### config.mk
export PLATFORM = sky130hd
export DESIGN_NAME = data_mem_dma_flat
export DESIGN_NICKNAME = d
export VERILOG_FILES = /design/src/rtl/data_mem_dma_if.sv /design/src/rtl/data_mem_dma.sv /design/src/flat_wrapper.sv
export SDC_FILE = /design/constraint.sdc
export NUM_CORES = 1
export LEC_CHECK = 0
export CAP_MARGIN = 20
export CORE_MARGIN = 4
export CORE_UTILIZATION = 25
export CTS_CLUSTER_DIAMETER = 120
export DETAILED_ROUTE_END_ITERATION = 6
export HOLD_SLACK_MARGIN = 0.05
export SYNTH_ARGS = -nofsm -noshare
export SYNTH_HDL_FRONTEND = slang
export SYNTH_SLANG_ARGS = --single-unit
### constraint.sdc
create_clock -name Clk -period 1.8 [get_ports Clk]
set_clock_uncertainty 0.2 [all_clocks]
set_input_delay 0.36 -clock Clk [delete_from_list [all_inputs] [get_ports Clk]]
set_output_delay 0.36 -clock Clk [all_outputs]
set_load 0.02 [all_outputs]
### src/rtl/data_mem_dma_if.sv
// Data memory port bundle shared by the DMA engine and the memory.
// The DMA drives address/enable/write data; read data comes back combinationally.
interface data_mem_dma_if #(
  parameter int ADDR_W = 5,
  parameter int DATA_W = 8
);
  logic [ADDR_W-1:0] Mem_Address;
  logic              Mem_En;
  logic [DATA_W-1:0] Mem_Data_in;
  logic [DATA_W-1:0] Mem_Data_out;

  modport master (
    output Mem_Address,
    output Mem_En,
    output Mem_Data_in,
    input  Mem_Data_out
  );

  modport slave (
    input  Mem_Address,
    input  Mem_En,
    input  Mem_Data_in,
    output Mem_Data_out
  );
endinterface

### src/rtl/data_mem_dma.sv
// Byte-serial block copy engine for the 32x8 data memory.
// Optional DATA_MEM_DMA_FILL_EN adds a 1-cycle-per-byte fill mode.
module data_mem_dma #(
  parameter int ADDR_W = 5,
  parameter int DATA_W = 8
) (
  input  logic              Clk,
  input  logic              Reset,
  input  logic              Start,
  input  logic [ADDR_W-1:0] Src_addr,
  input  logic [ADDR_W-1:0] Dst_addr,
  input  logic [ADDR_W:0]   Len,
`ifdef DATA_MEM_DMA_FILL_EN
  input  logic              Fill,
  input  logic [DATA_W-1:0] Fill_data,
`endif
  output logic              Busy,
  output logic              Done,
  data_mem_dma_if.master    mem
);

  typedef enum logic [1:0] {
    IDLE,
    READ,
    WRITE,
    DONE
  } state_e;

  localparam logic [ADDR_W:0] MAX_CNT =
    {1'b1, {ADDR_W{1'b0}}};
  localparam logic [ADDR_W:0] ONE_CNT =
    (ADDR_W+1)'(1);

  state_e            state_q, state_d;
  logic [ADDR_W-1:0] src_q, src_d;
  logic [ADDR_W-1:0] dst_q, dst_d;
  logic [ADDR_W:0]   cnt_q, cnt_d;
  logic [DATA_W-1:0] buf_q, buf_d;
  logic [ADDR_W:0]   len_clamp;
  logic              fill_in;
  logic              fill_q;
  logic [DATA_W-1:0] wdata_src;
  logic [ADDR_W-1:0] addr;
  logic              en;
  logic [DATA_W-1:0] wdata;

`ifdef DATA_MEM_DMA_FILL_EN
  logic              fill_d;
  logic [DATA_W-1:0] fdat_q, fdat_d;

  assign fill_in   = Fill;
  assign wdata_src = fill_q ? fdat_q : buf_q;

  always_comb begin
    fill_d = fill_q;
    fdat_d = fdat_q;
    if (state_q == IDLE && Start) begin
      fill_d = Fill;
      fdat_d = Fill_data;
    end
  end

  always_ff @(posedge Clk) begin
    if (Reset) begin
      fill_q <= 1'b0;
      fdat_q <= '0;
    end else begin
      fill_q <= fill_d;
      fdat_q <= fdat_d;
    end
  end
`else
  assign fill_in   = 1'b0;
  assign fill_q    = 1'b0;
  assign wdata_src = buf_q;
`endif

  assign len_clamp = (Len > MAX_CNT) ? MAX_CNT : Len;

  always_comb begin
    state_d = state_q;
    src_d   = src_q;
    dst_d   = dst_q;
    cnt_d   = cnt_q;
    buf_d   = buf_q;
    Busy    = 1'b0;
    Done    = 1'b0;
    addr    = '0;
    en      = 1'b0;
    wdata   = '0;
    unique case (state_q)
      IDLE: begin
        if (Start) begin
          src_d = Src_addr;
          dst_d = Dst_addr;
          cnt_d = len_clamp;
          if (len_clamp == '0)
            state_d = DONE;
          else if (fill_in)
            state_d = WRITE;
          else
            state_d = READ;
        end
      end
      READ: begin
        Busy    = 1'b1;
        addr    = src_q;
        buf_d   = mem.Mem_Data_out;
        src_d   = src_q + ADDR_W'(1);
        state_d = WRITE;
      end
      WRITE: begin
        Busy  = 1'b1;
        addr  = dst_q;
        en    = 1'b1;
        wdata = wdata_src;
        dst_d = dst_q + ADDR_W'(1);
        cnt_d = cnt_q - ONE_CNT;
        if (cnt_q == ONE_CNT)
          state_d = DONE;
        else if (fill_q)
          state_d = WRITE;
        else
          state_d = READ;
      end
      DONE: begin
        Done    = 1'b1;
        state_d = IDLE;
      end
      default: state_d = IDLE;
    endcase
  end

  // Reset in a WRITE cycle must keep the in-flight byte out of memory
  assign mem.Mem_En      = en & ~Reset;
  assign mem.Mem_Address = addr;
  assign mem.Mem_Data_in = wdata;

  always_ff @(posedge Clk) begin
    if (Reset) begin
      state_q <= IDLE;
      src_q   <= '0;
      dst_q   <= '0;
      cnt_q   <= '0;
      buf_q   <= '0;
    end else begin
      state_q <= state_d;
      src_q   <= src_d;
      dst_q   <= dst_d;
      cnt_q   <= cnt_d;
      buf_q   <= buf_d;
    end
  end

endmodule

### src/flat_wrapper.sv
// flat-port wrapper written by rule: the top's interface ports become plain ports
module data_mem_dma_flat 
#(
  parameter int ADDR_W = 5,
  parameter int DATA_W = 8
)
  (Clk, Reset, Start, Src_addr, Dst_addr, Len, Busy, Done, mem_Mem_Address, mem_Mem_En, mem_Mem_Data_in, mem_Mem_Data_out);
  data_mem_dma_if #(.ADDR_W(ADDR_W), .DATA_W(DATA_W)) mem_i ();
  input  logic Clk;
  input  logic Reset;
  input  logic Start;
  input  logic [ADDR_W-1:0] Src_addr;
  input  logic [ADDR_W-1:0] Dst_addr;
  input  logic [ADDR_W:0] Len;
  output logic Busy;
  output logic Done;
  output wire logic [$bits(mem_i.Mem_Address)-1:0] mem_Mem_Address;
  output wire logic [$bits(mem_i.Mem_En)-1:0] mem_Mem_En;
  output wire logic [$bits(mem_i.Mem_Data_in)-1:0] mem_Mem_Data_in;
  input wire logic [$bits(mem_i.Mem_Data_out)-1:0] mem_Mem_Data_out;
  assign mem_Mem_Address = mem_i.Mem_Address;
  assign mem_Mem_En = mem_i.Mem_En;
  assign mem_Mem_Data_in = mem_i.Mem_Data_in;
  assign mem_i.Mem_Data_out = mem_Mem_Data_out;
  data_mem_dma #(.ADDR_W(ADDR_W), .DATA_W(DATA_W)) u_core (.Clk(Clk), .Reset(Reset), .Start(Start), .Src_addr(Src_addr), .Dst_addr(Dst_addr), .Len(Len), .Busy(Busy), .Done(Done), .mem(mem_i));
endmodule
**After elaboration in Yosys (flattened, before gate mapping)**

Cells that the tools add are included.

- Output and inout bits: 16
- Word-level logic and storage cells: 39
- Register bits after elaboration: 26

- Reduce and logical (&&, ||, !) cells: 7
- $lt $le $gt $ge: 1
- Bitwise logic cells: 2
- Add/sub/neg operators: 3
- Mux-type cells: 16
- Equality and inequality tests: 5

Operators with widths:

| kind | count |
|---|---|
| 5-bit case mux with 2 select lines | 3 |
| 6-bit two-way mux | 2 |
| 6-bit case mux with 2 select lines | 1 |
| 5-bit by 1-bit adder with 5-bit output, second input constant | 2 |
| 5-bit two-way mux | 2 |
| 8-bit two-way mux | 1 |
| 2-bit case mux with 4 select lines | 1 |
| 6-bit by 1-bit equality test with 1-bit output, second input constant | 1 |
| 6-bit greater-than comparator, second input constant | 1 |
| 6-bit zero test | 1 |
| 2-bit two-way mux | 3 |
| 6-bit by 1-bit subtractor with 6-bit output, second input constant | 1 |
| 2-bit equality test, second input constant | 2 |
| 2-bit AND reduction | 2 |
| 2-bit nonzero test | 2 |
| 1-bit two-way mux | 3 |
| 2-bit by 1-bit equality test with 1-bit output, second input constant | 1 |
| 2-bit zero test | 1 |
| 2-bit != test, second input constant | 1 |
| 2-bit OR reduction | 1 |
| 1-bit bitwise AND | 1 |
| 1-bit inverter | 1 |

**Longest topological paths before layout**

- Depth after elaboration: 6
- Mapped depth: 8
- Gate-level depth less buffers: 6

**Least setup slack after synthesis**

OpenSTA, ideal clock, no wires.

- Kind: reg-to-output
- Start point: register u_core.state_q[0]
- End point: output mem_Mem_Address[0]
- Setup slack: -75 ps
- Arrival time: 1315 ps
- Cell stages (with the launch flop): 6
- Data required time: 1240 ps
- Cells stage by stage: dfxtp_1 inv_1 ha_1 clkbuf_1 a22oi_1 nor2b_1

- Longest elaborated chain between the ends: 2
- Elaborated cells between the ends (all ways): 3

Ends and longest elaborated chain:

| element | line | RTL |
|---|---|---|
| from (decl) | data_mem_dma.sv:34 | `state_e state_q, state_d;` |
| from (signal assigned) | data_mem_dma.sv:147 | `state_q <= state_d;` |
| 2-bit equality test or 2-bit by 1-bit equality test with 1-bit output (tied branches) | data_mem_dma.sv:91 | `unique case (state_q)` |
| 5-bit case mux with 2 select lines (*) | data_mem_dma.sv:91 |  |
| to (decl) | flat_wrapper.sv:17 | `output wire logic [$bits(mem_i.Mem_Address)-1:0] mem_Mem_Address;` |

Mark *: on every way between the ends. The rest lies on a longest branch, timed or not.

**Worst setup path after layout**

- Start point: register u_core.state_q[0]
- End point: output mem_Mem_Address[1]

The elaborated chain is that of the path after synthesis.

==> flow_summary.toml <==
[power_and_ir_drop]
pwr-share-comb = 0.637
swShare = 0.3921
power.net_switching_uw = 1404
pwr-share-seq = 0.253
p_int_uw = 2177
ir_drop_mv = 0.6103
powerDensity_mw_per_mm2 = 1390
fin_total_pwr_uw = 3582
p_leak_uw = 0.001015
power_frac_clock = 0.110

[worst_setup_path]
cp-start-kind = "register"
crit_path_end_kind = "primary output"
path_max_fanout = 6
crit_type = "register to primary output"
crit_arrival_ns = 1.38
slowest_delay_ns = 0.39
path_cells = "inv_4 > ha_4 > buf_8 > a22oi_2 > nor2b_2 > buf_6"
cp_slowest_cell = "dfxtp_4"
cp.required_ns = 1.24

[die]
ios = 43
dieArea_mm2 = 0.007409
num_rows = 28
core-area_mm2 = 0.005921
die_w_um = 86.08
initial_utilization = 0.2574
die_h_um = 86.08

[grt]
grt-ovfl-total = 0
grt.total_usage = 0.1291
grt_first_pass_wirelength_mm = 7.721
antenna_found_initial = 0
grt_max_degree = 29
grt_pass1_vias = 1606

[routing]
num_vias = 1628
wl_per_cell_um = 14.05
viasPerCell = 4.889
final_antenna_net_count = 0
drt_iter0_markers = 126
wirelength_mm = 4.678
drcViolationCount = 0
drt_first_pass_iters = 4

[yosys]
synth.top_cells.by_count = "dfxtp_1, nor2_1, a21oi_1, mux2i_1, inv_1"
synth_most_common_cell = "dfxtp_1"
synth-main-ff-cell = "dfxtp_1"
ys_seq_area_frac = 0.3415
yosys_warnings = 0
ys_top_cells_by_area = "dfxtp_1, mux2i_1, ha_1, nor2_1, a22oi_1"
netlist_instances = 185
yosysUniqueCellTypes = 38
synth_edf_count = 0
async_flop_share = 0
synth_top_area_frac = 0.3415
syn_area_mm2 = 0.001524
synth-seq-cells = 26
syn_area_per_cell_um2 = 8.238
syn_nets = 220
synth_top_area_cell = "dfxtp_1"

[final_layout]
final_nets = 294
num_antenna_cells = 0
fin_util = 0.4351
drive_gt1_frac = 0.3837
fillers = 567
multiInputGateArea_mm2 = 0.001075
syn2layout_area_growth_pct = 69.05
seq_area_um2 = 528.0

[run]
maxCapViolCount = 0

[clock_network]
cts_sinks = 26
h-tree-depth = 1
clk_pin_slew_ns = 0.10
cts_root_buf = "clkbuf_8"
clockBufferDepth = 2
clock_latency_ns = 0.27
cts_tree = "built"
numCtsBuffers = 3

[placement]
io_buffers = 42
dp_slack_ns = -0.3824
place.gp.congestion = 0.7925
dp_hpwl_mm = 3.162

[sta]
setup-violations-final = 18
worst_slack_ns = -0.1373
worst_pin_slew_ns = 0.4264
period_needed_ns = 1.937
rsz0062_at_grt = "true"
whs_ns = 0.2986
finalHoldViolCount = 0
drv_slew = 0
post-route-period-util = 1.076
relSlewSlack = 0.7135
fmax_mhz = 516.2

[status]
failed_checks = "negative setup slack"
outcome = "complete, but fails checks"

[min_path]
worstHoldPathType = "register to register"
[sequential cells by signal (all words and copies together) (netlist names)]
| name | flops |
|---|---|
| u_core.src_q | 5 |
| u_core.cnt_q | 6 |
| u_core.buf_q | 8 |
| u_core.dst_q | 5 |
| u_core.state_q | 2 |
[path summary, 6_finish.rpt]
kind,start,end,slack [ns],cells after the start
setup / recovery,u_core.state_q[0],mem_Mem_Address[1],-0.14,6
hold / removal,u_core.cnt_q[5],u_core.cnt_q[5],0.30,2
setup reg to reg,u_core.state_q[0],u_core.cnt_q[4],-0.06,8
hold reg to reg,u_core.cnt_q[5],u_core.cnt_q[5],0.30,2
[worst max-delay path, delay by kind of cell (launching register included)]
kind,cells,cell delay [ns]
adders and majority gates,1,0.18
buffers and inverters,3,0.32
and+or+nand+nor,1,0.06
DFF,1,0.39
AOI/OAI and AO/OA,1,0.15
[area by class of cell]
class                           instances  share of cell area
Multi-Input combinational cell        138              0.4172
Timing Repair Buffer                   80              0.3045
Sequential cell                        26              0.2050
Tap cell                               75             0.03643
Clock buffer                            4             0.02137
Inverter                               10             0.01554
[placed cells by master (no fill, tap or decap), drive strengths merged, types with 3 or more instances in the layout]
cell	instances
a211oi	3
a21oi	11
a22oi	8
a31oi	4
and2	8
buf	53
clkbuf	4
clkdlybuf4s50	26
dfxtp	26
ha	8
inv	10
mux2	3
mux2i	11
nand2	6
nand2b	3
nand3	5
nand4	3
nor2	25
nor2b	5
nor3	5
nor3b	3
o21ai	10
[through the flow]
| stage | std cells | TNS (ns) | area [um2] |
|---|---|---|---|
| after floorplan | 185 | 0 | 1539 |
| after global routing | 333 | -2.848 | 2576 |
| after global placement | 319 | -5.370 | 2212 |
| after CTS | 333 | -1.357 | 2547 |
| after detailed placement | 319 | -6.241 | 2212 |
| final | 333 | -1.385 | 2576 |
[power groups by stage]
stage | registers [uW] | clock network [uW] | logic [uW]
2_1_floorplan | 871 | 0 | 1060
3_3_place_gp | 869 | 0 | 1710
3_5_place_dp | 871 | 0 | 1730
4_1_cts | 896 | 408 | 2200
5_1_grt | 929 | 436 | 2470
6_report | 906 | 393 | 2280
[cells by family (layout without fill, tap and decap cells)]
family | count (synthesis) | in the layout | share of synthesized area
AOI/OAI and AO/OA | 50 | 50 | 0.2291
adders and majority gates | 8 | 8 | 0.06568
buffers and inverters | 22 | 94 | 0.06240
DFF | 26 | 26 | 0.3415
muxes | 13 | 14 | 0.08703
and+or+nand+nor | 66 | 66 | 0.2143
[what timing repair did]
action / CTS / global route
buffers inserted: 7 / 0
hold buffers: 0 / 0
cloned: 3 / 0
setup endpoints to repair: 32 / 30
resized for setup: 131 / 8
hold endpoints to repair: 0 / 0
pin swaps: 14 / 1
[per-layer routing]
layer  part of all wire  track usage
met3              0.070      0.03554
met1               0.44       0.1607
met2               0.48       0.2221
met4             0.0053      0.02590
met5                  0            0
(Power assumes the default switching activity.)
